$ cat config.mk
export PLATFORM = sky130hd
export DESIGN_NAME = sim_controller
export DESIGN_NICKNAME = d
export VERILOG_FILES = /design/src/rtl/sim_controller.sv
export SDC_FILE = /design/constraint.sdc
export NUM_CORES = 1
export LEC_CHECK = 0
export ABC_AREA = 1
export BUFFER_PORTS_ARGS = -buffer_cell sky130_fd_sc_hd__buf_2
export CAP_MARGIN = 25
export CORE_MARGIN = 5
export CORE_UTILIZATION = 50
export CTS_CLUSTER_SIZE = 20
export DETAILED_ROUTE_END_ITERATION = 16
export HOLD_SLACK_MARGIN = 0.12
export PLACE_DENSITY = 0.8
export SYNTH_ARGS = -nofsm -noshare
export SYNTH_HDL_FRONTEND = slang
export SYNTH_SLANG_ARGS = --single-unit
$ cat constraint.sdc
create_clock -name clk -period 4.2 [get_ports clk]
set_input_delay 0.63 -clock clk [delete_from_list [all_inputs] [get_ports clk]]
set_output_delay 0.63 -clock clk [all_outputs]
set_load 0.01 [all_outputs]
$ cat src/rtl/sim_controller.sv
// Run controller for the processor simulation: sequences the core reset, counts RUN cycles,
// watches for a tohost store and enforces a watchdog. Optional console report: SIM_CTRL_DISPLAY_EN.
module sim_controller #(
  parameter int unsigned       RESET_CYCLES = 2,
  parameter int unsigned       MAX_CYCLES   = 30,
  parameter int unsigned       ADDR_W       = 32,
  parameter int unsigned       DATA_W       = 32,
  parameter int unsigned       CNT_W        = 32,
  parameter logic [ADDR_W-1:0] TOHOST_ADDR  = 32'h0000_0FFC
) (
  input  logic              clk,
  input  logic              rst,
  input  logic              mem_we,
  input  logic [ADDR_W-1:0] mem_addr,
  input  logic [DATA_W-1:0] mem_wdata,
  output logic              core_rst_n,
  output logic              running,
  output logic              done,
  output logic              pass,
  output logic              fail,
  output logic              timeout,
  output logic [DATA_W-1:0] exit_code,
  output logic [CNT_W-1:0]  cycle_count
);

  localparam int unsigned RST_W = (RESET_CYCLES > 1) ? $clog2(RESET_CYCLES) : 1;
  localparam logic [RST_W-1:0] RST_LAST = RST_W'(RESET_CYCLES - 1);
  localparam logic [CNT_W-1:0] CNT_LAST = CNT_W'(MAX_CYCLES - 1);

  typedef enum logic [1:0] {
    ST_RESET,
    ST_RUN,
    ST_DONE
  } state_t;

  state_t            state_q, state_d;
  logic [RST_W-1:0]  rst_cnt_q, rst_cnt_d;
  logic              core_rst_n_q, core_rst_n_d;
  logic              running_q, running_d;
  logic              done_q, done_d;
  logic              pass_q, pass_d;
  logic              fail_q, fail_d;
  logic              timeout_q, timeout_d;
  logic [DATA_W-1:0] exit_code_q, exit_code_d;
  logic [CNT_W-1:0]  cycle_count_q, cycle_count_d;

  logic tohost_hit;
  assign tohost_hit = mem_we && (mem_addr == TOHOST_ADDR);

  always_comb begin
    state_d       = state_q;
    rst_cnt_d     = rst_cnt_q;
    core_rst_n_d  = core_rst_n_q;
    running_d     = running_q;
    done_d        = done_q;
    pass_d        = pass_q;
    fail_d        = fail_q;
    timeout_d     = timeout_q;
    exit_code_d   = exit_code_q;
    cycle_count_d = cycle_count_q;

    unique case (state_q)
      ST_RESET: begin
        if (rst_cnt_q == RST_LAST) begin
          state_d      = ST_RUN;
          core_rst_n_d = 1'b1;
          running_d    = 1'b1;
        end else begin
          rst_cnt_d = rst_cnt_q + 1'b1;
        end
      end

      ST_RUN: begin
        // The tohost write is checked first so it wins over a simultaneous watchdog expiry.
        if (tohost_hit) begin
          state_d      = ST_DONE;
          core_rst_n_d = 1'b0;
          running_d    = 1'b0;
          done_d       = 1'b1;
          pass_d       = (mem_wdata == DATA_W'(1));
          fail_d       = (mem_wdata != DATA_W'(1));
          exit_code_d  = mem_wdata >> 1;
        end else if (cycle_count_q == CNT_LAST) begin
          state_d      = ST_DONE;
          core_rst_n_d = 1'b0;
          running_d    = 1'b0;
          done_d       = 1'b1;
          fail_d       = 1'b1;
          timeout_d    = 1'b1;
          exit_code_d  = '0;
        end else begin
          cycle_count_d = cycle_count_q + 1'b1;
        end
      end

      ST_DONE: begin
        state_d = ST_DONE;
      end

      default: begin
        state_d = ST_RESET;
      end
    endcase
  end

  always_ff @(posedge clk) begin
    if (rst) begin
      state_q       <= ST_RESET;
      rst_cnt_q     <= '0;
      core_rst_n_q  <= 1'b0;
      running_q     <= 1'b0;
      done_q        <= 1'b0;
      pass_q        <= 1'b0;
      fail_q        <= 1'b0;
      timeout_q     <= 1'b0;
      exit_code_q   <= '0;
      cycle_count_q <= '0;
    end else begin
      state_q       <= state_d;
      rst_cnt_q     <= rst_cnt_d;
      core_rst_n_q  <= core_rst_n_d;
      running_q     <= running_d;
      done_q        <= done_d;
      pass_q        <= pass_d;
      fail_q        <= fail_d;
      timeout_q     <= timeout_d;
      exit_code_q   <= exit_code_d;
      cycle_count_q <= cycle_count_d;
    end
  end

  assign core_rst_n  = core_rst_n_q;
  assign running     = running_q;
  assign done        = done_q;
  assign pass        = pass_q;
  assign fail        = fail_q;
  assign timeout     = timeout_q;
  assign exit_code   = exit_code_q;
  assign cycle_count = cycle_count_q;

`ifdef SIM_CTRL_DISPLAY_EN
  logic done_prev_q;

  // Reports once, on the first cycle done is visible, then ends the simulation.
  always_ff @(posedge clk) begin
    if (rst) begin
      done_prev_q <= 1'b0;
    end else begin
      done_prev_q <= done_q;
      if (done_q && !done_prev_q) begin
        if (timeout_q)
          $display("sim_controller: TIMEOUT after %0d cycles", cycle_count_q);
        else if (pass_q)
          $display("sim_controller: PASS after %0d cycles", cycle_count_q);
        else
          $display("sim_controller: FAIL(%0d) after %0d cycles", exit_code_q, cycle_count_q);
        $finish;
      end
    end
  end
`else
  // No report logic: the environment polls done.
`endif

endmodule

==> results summary <==
The run finished with clean final reports. The destination of the worst register-to-register timing path is running$_SDFFE_PP0P_. The critical path start-end classification is register to register.

The area occupied by registers came out at 1420 um^2. The detailed-router iteration count before antenna repair is 5. The buffer and inverter count on the worst path is 0.

Clock-pin slew was measured on the worst setup and hold paths at 80 ps. The post-synthesis share of cell area spent on full adders, half adders and majority gates is 1.61%. The xor/xnor share of the synthesized area is 3.38%. The die height came out at 98.2 um. The tree is rooted in a sky130_fd_sc_hd__clkbuf_8. The clock drives 71 sinks. The worst setup margin came out at 1580 ps.

The final critical path time including I/O delays and setup is 2620 ps. In this run the cell area of the synthesized design comes to 3890 um^2. The average instance in the mapped netlist occupies 6.44 um^2. The number of core rows came out at 32. Once the clock tree was built, the setup fixing pass inserted 0 buffers. The static leakage power came out at 0.00207 uW.

STA classifies the critical path startpoint as a register. The global-route wire length before repair came out at 18.7 mm. For hold timing, the worst endpoint is pass$_SDFFE_PP0P_.

The count of buffers added on input and output ports is 135. The share of cell area taken by muxes after synthesis is 0%. Summing the areas of all and, or, nand and nor instances in the mapped netlist gives 43.1% of the synthesized area. The number of different library cells in the post-synthesis netlist came out at 25.

The critical path required time came out at 4440 ps. The DRC violation total after the first TritonRoute iteration is 236. TritonCTS built the clock tree.

Summed over its instances, the top area cell type makes up 36.5% of the synthesized netlist area. In this run the power density over the cells is 345 nW/um^2. In this run the tightest slew margin relative to its limit is 31.3%. The category of cells accounting for the largest share of critical-path delay is simple AND/OR/NAND/NOR gates. Setup repair after global routing left no endpoint under its margin. Gates resized during post-CTS repair numbered 0. The arrival time reported for the critical path endpoint is 2860 ps. The post-placement cell count came out at 817. The maximum net fanout on the critical path came out at 32. The most numerous cell type found on the critical path is sky130_fd_sc_hd__nand2_1. The initial core utilization came out at 50.9%.

The global placement routability congestion came out at 0.976. The total number of H-tree levels came out at 3. The library cell used most frequently in the layout, excluding fill and tap cells, is sky130_fd_sc_hd__nand2_1. In this run the critical register-to-register path is launched from cycle_count[0]$_SDFFE_PP0P_. The number of filler instances in the final layout came out at 733. The total via count after detailed routing is 4334. The max-capacitance violation count is 0. The routed wirelength normalized by instance count is 13.8 um.

The number of nets still failing antenna checks after routing is 0. The final setup skew came out at 10.4 ps. The final count of hold timing violations came out at 0. Of all cell types, the one taking the most synthesized area is sky130_fd_sc_hd__dfxtp_1. The repair_antennas step left the layout with diodes totalling 0. The complex-gate fraction of the synthesized area is 8.78%. The number of buffers created by CTS is 9. The sequential cell area fraction in the yosys report came out at 36.5%.

The type of element capturing the critical path is a register. The signed area change from the synthesized netlist to the final layout came out at 23.1%. The boundary pin count is 137. Traced cell by cell, the critical path runs through ha_1 > nand3_1 > nor2_1 > nand2_1 > nor2_4 > nand2_1 > nand2_1 > nand2_1 > nand2_1 > a21oi_1. The maximum number of pins on one net before global-route repair came out at 47. The floorplan step defined a core boundary enclosing 7650 um^2.

The initial antenna violation count came out at 0. For this run, design rule violations remaining after detail routing come to 0. The global-route usage over all layers came out at 23.3%. Dividing the detail-routed via count by the number of cells gives 5.20. The number of max-slew violations in the final report came out at 0. The share of post-route cells with drive strength above 1 came out at 22.2%. The fmax came out at 382 MHz.

The area of the die is 9640 um^2. After synthesis, the largest family of logic cells by area is simple AND/OR/NAND/NOR gates. The library cells used most frequently in the layout, excluding fill and tap cells, are sky130_fd_sc_hd__nand2_1 (193), sky130_fd_sc_hd__buf_2 (135), sky130_fd_sc_hd__nor2_1 (97). The synthesized netlist net count is 676. The via count of the first global-routing pass is 4083. Of the available clock period, the critical path in the final layout requires 62.3%.

The cell with the biggest individual delay on the critical path is sky130_fd_sc_hd__nand2_1. The worst-case register-to-register setup slack is 1580 ps. The startpoint identified for the worst hold timing path is pass$_SDFFE_PP0P_. Once layout is complete, the cells apart from fillers number 833. Synthesis produced a netlist whose cell count is 604.

The leftover overflow at the end of global routing came out at 0. The number of buffers inserted by hold repair at cts came out at 0. The clock passes through at most 2 buffers.

In the final design database the tool counted 798 nets. The setup-violating endpoint count in the final report is 0. The Yosys warning count is 0. The worst-case reg-to-reg path depth came out at 10.

In the final timing run, aggregate negative setup slack is 0 ps. After synthesis, the cell types taking the most area are sky130_fd_sc_hd__dfxtp_1 (37%), sky130_fd_sc_hd__nand2_1 (19%), sky130_fd_sc_hd__nand3_1 (9.4%). Synthesis inferred 71 register bits. OpenSTA, run right after detailed placement, puts the worst setup slack at 1640 ps. The stage delay of the slowest cell on the critical path is 620 ps.

The maximum VDD drop is 0.000261 V. Counting instances, the worst hold path has a depth of 2. The worst hold path belongs to the class register to register. The overall routed net length came out at 11.5 mm. The slew at the pin closest to its max-slew limit came out at 1030 ps. Summing all multi-input logic gate instances after layout gives 2220 um^2.

The clock latency of the later-clocked register in the worst-skew pair came out at 350 ps. The HPWL after detailed placement is 8.74 mm. The die span in x is 98.2 um.
-- power by group --
group / switching, uW / internal [uW]
Combinational: 198 / 96.2
Sequential: 25.5 / 695
Clock: 296 / 343
Total: 519 / 1130
-- cell type report --
type	count	area share (%)
clock buffers	9	2.59
clock inverters	7	2.14
inverters	28	2.19
multi-input cells	479	46.3
flip-flops and latches	71	29.7
well taps	102	2.67
repair buffers	137	14.4
-- synth_stat cells (all sizes together) --
master and instances:
nor2 102, xnor2 6, ha 5, nor4 4, o21ai 1, conb 1, buf 14, nand3b 10
nand4 6, inv 28, nand3 73, a21oi 66, a31oi 1, dfxtp 71, nand2 195, xor2 9
clkbuf 12
-- state kept, by name, summed over array words and instances (netlist names) --
signal	count
timeout	1
rst_cnt_q	1
exit_code	31
pass	1
running	1
fail	1
done	1
state_q	2
cycle_count	32
-- worst max path at each step --
stage	from	end	slack [ps]	depth (start not counted)
6_report	cycle_count[0]$_SDFFE_PP0P_	running$_SDFFE_PP0P_	1580	10
3_5_place_dp	cycle_count[0]$_SDFFE_PP0P_	running$_SDFFE_PP0P_	1640	10
5_1_grt	cycle_count[0]$_SDFFE_PP0P_	running$_SDFFE_PP0P_	1400	10
2_1_floorplan	mem_addr[23]	timeout$_SDFFE_PP0P_	2460	9
3_3_place_gp	cycle_count[0]$_SDFFE_PP0P_	running$_SDFFE_PP0P_	1660	10
4_1_cts	cycle_count[0]$_SDFFE_PP0P_	running$_SDFFE_PP0P_	1610	10
-- tightest hold or removal path, stage by stage (launching register included) --
cell and delay, ps:
sky130_fd_sc_hd__dfxtp_1 320, sky130_fd_sc_hd__nand2_1 60, sky130_fd_sc_hd__a21oi_1 50
-- per-stage QoR --
step	power, uW	hold slack [ps]	utilization (%)	instance area, um^2
after floorplan	957	452	-	3890
after CTS	1650	472	62.6	4790
final	1650	470	62.6	4790
after detailed placement	1030	458	59.7	4560
after global placement	1020	456	59.7	4560
after global routing	1730	492	62.6	4790
-- cells by family (layout without fill, tap and decap cells) --
kind of cell             after synthesis  after routing
buffers and inverters                 54            181
adder cells (fa/ha/maj)                5              5
AO/OA/AOI/OAI                         68             68
XOR/XNOR                              15             15
other                                  1              1
flip-flops                            71             71
AND/OR/NAND/NOR                      390            390
-- routing by layer --
layer / wire length (um) / track usage [%]
met3: 680 / 3.93
met1: 4940 / 29.7
met2: 5640 / 39.5
met4: 255 / 8.72
met5: 0 / 0
(Power assumes the default switching activity.)
